[src/rtl/qracc_pkg.sv]
// rtl/qracc_pkg.sv - shared types for the bit-serial ADC accumulator
package qracc_pkg;

  typedef enum logic [1:0] {
    ST_IDLE  = 2'd0,
    ST_ACCUM = 2'd1,
    ST_DONE  = 2'd2
  } acc_state_e;

  localparam int unsigned CFG_NBITS_W = 8;

  typedef struct packed {
    logic [CFG_NBITS_W-1:0] n_bits;
    logic                   is_signed;
  } start_cfg_t;

  // A start is only meaningful for 1..max_bits bit-planes.
  function automatic logic nbits_legal(input logic [CFG_NBITS_W-1:0] n,
                                       input int unsigned max_bits);
    return (n != '0) && (32'(n) <= max_bits);
  endfunction

endpackage

[src/rtl/qracc_acc_lane.sv]
// rtl/qracc_acc_lane.sv - one column shift-add accumulator register
module qracc_acc_lane
  import qracc_pkg::*;
#(
  parameter int numAdcBits = 4,
  parameter int accBits    = 16
) (
  input  logic                  clk,
  input  logic                  rst,
  input  logic                  clr_i,
  input  logic                  en_i,
  input  logic                  neg_i,
  input  logic [numAdcBits-1:0] adc_i,
  output logic [accBits-1:0]    acc_o
);

  logic signed [accBits-1:0] acc_q;
  logic signed [accBits-1:0] acc_d;
  logic signed [accBits-1:0] p_ext;

  always_comb begin
    p_ext = {{(accBits-numAdcBits){adc_i[numAdcBits-1]}}, adc_i};
    acc_d = (acc_q <<< 1) + (neg_i ? -p_ext : p_ext);
  end

  always_ff @(posedge clk) begin
    if (rst || clr_i) begin
      acc_q <= '0;
    end else if (en_i) begin
      acc_q <= acc_d;
    end
  end

  assign acc_o = acc_q;

endmodule

[src/rtl/bitserial_accumulator.sv]
// rtl/bitserial_accumulator.sv - MSB-first bit-plane accumulator over ADC columns
module bitserial_accumulator
  import qracc_pkg::*;
#(
  parameter int numCols    = 32,
  parameter int numAdcBits = 4,
  parameter int maxInBits  = 8,
  parameter int accBits    = 16
) (
  input  logic                           clk,
  input  logic                           rst,
  input  logic                           start_i,
  input  logic [$clog2(maxInBits):0]     n_bits_i,
  input  logic                           signed_i,
  input  logic [numCols*numAdcBits-1:0]  adc_i,
  input  logic                           adc_valid_i,
  output logic                           in_ready_o,
  output logic                           busy_o,
  output logic [numCols*accBits-1:0]     acc_o,
  output logic                           out_valid_o,
  input  logic                           out_ready_i
);

  localparam int NBW = $clog2(maxInBits) + 1;

  if (accBits < numAdcBits + maxInBits + 1) begin : g_acc_width_chk
    $error("accBits too narrow for exact accumulation");
  end
  if (NBW > int'(CFG_NBITS_W)) begin : g_cfg_width_chk
    $error("n_bits field of start_cfg_t too narrow for maxInBits");
  end

  acc_state_e     state_q, state_d;
  start_cfg_t     cfg_q, cfg_d;
  logic [NBW-1:0] cnt_q, cnt_d;

  logic start_fire;
  logic beat;
  logic last_beat;
  logic lane_clr;
  logic lane_neg;

  assign start_fire = (state_q == ST_IDLE) && start_i &&
                      nbits_legal(CFG_NBITS_W'(n_bits_i), maxInBits);
  assign beat       = (state_q == ST_ACCUM) && adc_valid_i;
  assign last_beat  = beat && (CFG_NBITS_W'(cnt_q) == cfg_q.n_bits - CFG_NBITS_W'(1));
  assign lane_clr   = start_fire;
  // The MSB plane of a two's-complement activation carries negative weight.
  assign lane_neg   = cfg_q.is_signed && (cnt_q == '0);

  always_comb begin
    state_d = state_q;
    cfg_d   = cfg_q;
    cnt_d   = cnt_q;
    case (state_q)
      ST_IDLE: begin
        if (start_fire) begin
          cfg_d.n_bits    = CFG_NBITS_W'(n_bits_i);
          cfg_d.is_signed = signed_i;
          cnt_d           = '0;
          state_d         = ST_ACCUM;
        end
      end
      ST_ACCUM: begin
        if (beat) begin
          cnt_d = cnt_q + NBW'(1);
          if (last_beat) begin
            state_d = ST_DONE;
          end
        end
      end
      ST_DONE: begin
        if (out_ready_i) begin
          state_d = ST_IDLE;
        end
      end
      default: state_d = ST_IDLE;
    endcase
  end

  always_ff @(posedge clk) begin
    if (rst) begin
      state_q <= ST_IDLE;
      cfg_q   <= '0;
      cnt_q   <= '0;
    end else begin
      state_q <= state_d;
      cfg_q   <= cfg_d;
      cnt_q   <= cnt_d;
    end
  end

  for (genvar g = 0; g < numCols; g++) begin : g_lane
    qracc_acc_lane #(
      .numAdcBits(numAdcBits),
      .accBits   (accBits)
    ) u_lane (
      .clk  (clk),
      .rst  (rst),
      .clr_i(lane_clr),
      .en_i (beat),
      .neg_i(lane_neg),
      .adc_i(adc_i[g*numAdcBits +: numAdcBits]),
      .acc_o(acc_o[g*accBits +: accBits])
    );
  end

  assign in_ready_o  = (state_q == ST_ACCUM);
  assign busy_o      = (state_q != ST_IDLE);
  assign out_valid_o = (state_q == ST_DONE);

endmodule

[config.mk]
export PLATFORM = sky130hd
export DESIGN_NAME = bitserial_accumulator
export DESIGN_NICKNAME = d
export VERILOG_FILES = /design/src/rtl/qracc_pkg.sv /design/src/rtl/qracc_acc_lane.sv /design/src/rtl/bitserial_accumulator.sv
export SDC_FILE = /design/constraint.sdc
export NUM_CORES = 2
export LEC_CHECK = 0
export CAP_MARGIN = 20
export CORE_MARGIN = 5
export CORE_UTILIZATION = 56
export CTS_BUF_LIST = sky130_fd_sc_hd__clkbuf_2 sky130_fd_sc_hd__clkbuf_4 sky130_fd_sc_hd__clkbuf_8
export DETAILED_ROUTE_END_ITERATION = 7
export PLACE_DENSITY = 0.83
export SYNTH_ARGS = -nofsm -noshare
export SYNTH_HDL_FRONTEND = slang
export SYNTH_SLANG_ARGS = --single-unit
[constraint.sdc]
create_clock -name clk -period 6 [get_ports clk]
set_clock_uncertainty 0.15 [all_clocks]
set_input_delay 1.2 -clock clk [delete_from_list [all_inputs] [get_ports clk]]
set_output_delay 1.2 -clock clk [all_outputs]
set_load 0.05 [all_outputs]
==> summary.md <==
The run finished with clean final reports. The tools report the share of total power in the clock network as 0.362. Logic depth of the worst register-to-register path: 15.

Ranked by total cell area, the synthesized netlist is headed by sky130_fd_sc_hd__dfxtp_1 26%, sky130_fd_sc_hd__ha_1 18%, sky130_fd_sc_hd__nand2_1 10%. Detailed placement finished with a half-perimeter wire length of 92.9 mm. The run gives 0.368 as the relative slew slack. Data on the critical path is required at its endpoint by 6.42 ns. The share of total power in combinational logic was 0.286. The post-synthesis share of cell area spent on full adders, half adders and majority gates was 0.198.

The number of register bits inferred by synthesis was 523. At the later pin of the worst-skew pair, clock insertion delay measures 0.73 ns. For the peak supply drop, the log shows 0.000169 V. Setup slack on the critical path of the routed design comes to 1.24 ns.

The placer congestion estimate is 0.956, and the gate count of the mapped netlist is 5209. The first routing iteration left 2779 violations. The core occupancy in the finished layout is 0.696, and the total negative slack is 0 ns.

The die is 277 µm wide. The tools report the max-slew violation count as 0. sky130_fd_sc_hd__dfxtp_1 takes more of the synthesized area than any other cell.

Power density normalized to cell area: 213 nW/µm². The floorplan step defined a die boundary enclosing 77000 µm². The tools report the kind of end point of the critical path as a flop. Hold violation total from the final report: 0. The net switching share of the total power came out at 0.346. STA classifies the critical path startpoint as a flop. Type of the setup path with the least slack: reg2reg. For the number of antenna violations at the first check in global routing, the log shows 4. The endpoint of the worst hold-timing path is g_lane[21].u_lane.acc_o[15].

Clock-pin slew was measured on the worst setup and hold paths at 0.06 ns. Summed over all cells, the static leakage comes to 21.4 nW. The largest net degree at the start of global routing is 162, and the final non-filler cell total is 6822. In this run the post-CTS setup repair buffer count came out at 0.

The portion of synthesized cell area occupied by the leading cell type is 0.261, and the xor/xnor share of the synthesized area is 0.0973. The overall global routing resource usage was 0.307. The worst register-to-register path ends at g_lane[27].u_lane.acc_o[15].

After synthesis, the netlist uses 72 different library cells. For this design the total switching power over the nets is 3.66 mW. When the netlist entered floorplanning its net count stood at 5961. The complex-gate fraction of the synthesized area came out at 0.232. For the final design instance area without fill, the log shows 49600 µm². The most used flip-flop cell after synthesis is sky130_fd_sc_hd__dfxtp_1. The tools report the clock root buffer as sky130_fd_sc_hd__clkbuf_8. After detailed routing, the number of remaining DRC violations is 0. The run gives 6546 as the final net count. The mapped netlist covers 40100 µm². The multiplexer share of the synthesized area came out at 0.000999.

The routed layout has 39400 vias. The number of placed instances with taps included is 6645, and the total wirelength of the detailed-routed design is 125 mm. The total power consumption of the routed design is 10.6 mW. The floorplan has 98 rows. The clock tree synthesis step divided the H-tree into 3 levels. The number of enable flip-flop cells after synthesis works out to 0.

The post-synthesis area per instance was 7.69 µm². Yosys printed 0 warnings. Setup repair after global routing left no endpoint under its margin. Compared with the post-synthesis result, the final layout area differs by 23.8%. Pin placement for this block handled 653 I/O pins. The startpoint identified for the worst register-to-register timing path is cnt_q[0]. The maximum fanout count along the critical path was 27. The share of final-layout standard cells stronger than drive strength 1 was 0.0400; the post-cts repair resize count was 0. The number of hold buffers added after CTS was 0. The tools report the residual antenna-violating net count after detailed routing as 0. The tightest min-delay check is of the reg2reg type. Timing would allow up to 210 MHz. For the number of global-route vias before repair, the log shows 37800.

The fraction of the mapped netlist area in simple logic gates is 0.175. Sorting the synthesized cells by how often they occur yields 1070 x sky130_fd_sc_hd__nand2_1, 651 x sky130_fd_sc_hd__a21oi_1, 582 x sky130_fd_sc_hd__ha_1, 523 x sky130_fd_sc_hd__dfxtp_1, 383 x sky130_fd_sc_hd__o21ai_0. The sequential-to-total area share from yosys stat is 0.261, and the internal power is 6.92 mW.

The post-route clock period utilization is 0.794. Yosys instantiated no cell more often than sky130_fd_sc_hd__nand2_1. OpenSTA, run right after detailed placement, puts the worst setup slack at 0.838 ns. The post-detailed-route wirelength per cell was 18.3 µm. The startpoint of the most critical hold path is g_lane[21].u_lane.acc_o[15].

The tools report the initial core utilization as 0.562. The tool flagged a number of max-cap violations equal to 0. For the worst setup path, the data arrival time is 5.18 ns.

The logs give 8 for the number of search-and-repair iterations in the first detailed-routing pass and 3 for the number of buffers between clock root and the deepest sink. The reg2reg setup slack came out at 1.24 ns. The share of async-settable or async-resettable flops after synthesis came out at 0.

TritonCTS built the clock tree. For the number of buffers created by CTS, the log shows 97. The worst hold slack was 0.302 ns; the number of clock sinks was 523. The first global-routing pass estimated 198 mm of wire. Counting instances, the worst hold path has a depth of 2.

The aggregate global routing overflow came out at 0. After synthesis, the largest family of logic cells by area is compound AO/OA/AOI/OAI gates. Setup violations remaining at the end of the flow were counted as 0. In this run the cell area measured after placement is 47400 µm². The critical path starts at cnt_q[0].

The sequential power share is 0.352, and the transition at the pin with the smallest max-transition slack is 0.948 ns. The die is 277 µm tall. Count of buffers inserted at the top-level ports: 652. After layout, the minimum clock period comes to 4.76 ns. The area of the core is 71200 µm², and the ratio of routed vias to standard cells is 5.77.
==> flip-flops by register name, summed over array words and instances, names as in the netlist <==
register,count
g_lane.u_lane.acc_o,512
cfg_q,5
cnt_q,4
state_q,2
==> how the worst max path moves through the flow <==
stage,cells past startpoint,endpoint
finish,15,g_lane[27].u_lane.acc_o[15]
global route,14,g_lane[12].u_lane.acc_o[14]
CTS,15,g_lane[27].u_lane.acc_o[15]
detailed placement,14,g_lane[3].u_lane.acc_o[13]
global placement,14,g_lane[9].u_lane.acc_o[13]
floorplan,13,g_lane[9].u_lane.acc_o[13]
==> final cells by class <==
type	count	area [µm²]
multi-input combinational	4310	28200
fill	5760	21700
sequential	523	10500
timing repair buffer	677	6830
clock buffer	154	1980
tap	950	1190
inverter	185	694
clock inverter	21	179
antenna	2	5.00
==> per-layer routing <==
metal	share of wire	global-route usage	up-vias	routed length, µm
met5	0.00025	0	-	31
met4	0.063	0.163	4	7950
met3	0.075	0.0680	368	9330
met2	0.46	0.509	1319	57100
met1	0.41	0.374	18300	50700
li1	-	-	19400	-
==> worst max-delay path, cell delays in order (launching register included) <==
cell                        delay, ns
sky130_fd_sc_hd__dfxtp_1         0.36
sky130_fd_sc_hd__inv_1           0.10
sky130_fd_sc_hd__ha_1            0.22
sky130_fd_sc_hd__nor4bb_4        0.62
sky130_fd_sc_hd__buf_4           0.39
sky130_fd_sc_hd__o21ai_0         0.14
sky130_fd_sc_hd__ha_1            0.24
sky130_fd_sc_hd__fa_1            0.43
sky130_fd_sc_hd__a21o_1          0.18
sky130_fd_sc_hd__a21o_1          0.22
sky130_fd_sc_hd__a2111oi_0       0.71
sky130_fd_sc_hd__o31ai_1         0.25
sky130_fd_sc_hd__nor4b_1         0.30
sky130_fd_sc_hd__nor2_1          0.09
sky130_fd_sc_hd__xnor2_1         0.15
sky130_fd_sc_hd__o21ai_0         0.08
==> power groups by stage <==
| stage | Combinational (mW) | Clock [mW] | Sequential (mW) |
|---|---|---|---|
| finish | 3.03 | 3.83 | 3.72 |
| global route | 3.31 | 4.04 | 3.73 |
| CTS | 3.01 | 3.88 | 3.72 |
| detailed placement | 2.99 | 0 | 3.79 |
| global placement | 2.92 | 0 | 3.79 |
| floorplan | 1.77 | 0 | 4.16 |
==> layout by cell type, fill, tap and decap left out, types with 13 or more instances in the layout <==
cell                              netlist  layout
sky130_fd_sc_hd__a211o_1               13      13
sky130_fd_sc_hd__a211oi_1              95      95
sky130_fd_sc_hd__a21o_1               147     147
sky130_fd_sc_hd__a21oi_1              651     651
sky130_fd_sc_hd__a31oi_1               31      31
sky130_fd_sc_hd__a41oi_1               13      13
sky130_fd_sc_hd__and3_1                14      14
sky130_fd_sc_hd__buf_4                  0      15
sky130_fd_sc_hd__clkbuf_4               0      22
sky130_fd_sc_hd__clkbuf_8               0     132
sky130_fd_sc_hd__clkdlybuf4s50_1        0     652
sky130_fd_sc_hd__clkinv_2               0      14
sky130_fd_sc_hd__dfxtp_1              523     523
sky130_fd_sc_hd__fa_1                  32      32
sky130_fd_sc_hd__ha_1                 582     582
sky130_fd_sc_hd__inv_1                185     185
sky130_fd_sc_hd__nand2_1             1070    1068
sky130_fd_sc_hd__nand2b_1              74      73
sky130_fd_sc_hd__nand3_1               48      48
sky130_fd_sc_hd__nand4_1               22      22
sky130_fd_sc_hd__nor2_1               330     328
sky130_fd_sc_hd__nor2b_1               29      29
sky130_fd_sc_hd__nor3_1                30      30
sky130_fd_sc_hd__o211ai_1              16      16
sky130_fd_sc_hd__o21a_1                46      46
sky130_fd_sc_hd__o21ai_0              383     383
sky130_fd_sc_hd__o21bai_1              40      40
sky130_fd_sc_hd__or3_1                 33      33
sky130_fd_sc_hd__xnor2_1              272     272
sky130_fd_sc_hd__xor2_1               173     173
==> logic make-up after synthesis <==
group / after synthesis
XOR/XNOR: 445
multiplexers: 4
AO/OA/AOI/OAI: 1556
flip-flops: 523
buffers and inverters: 376
AND/OR/NAND/NOR: 1691
adder cells (fa/ha/maj): 614
Note: power is estimated with default switching activity, not from simulation.
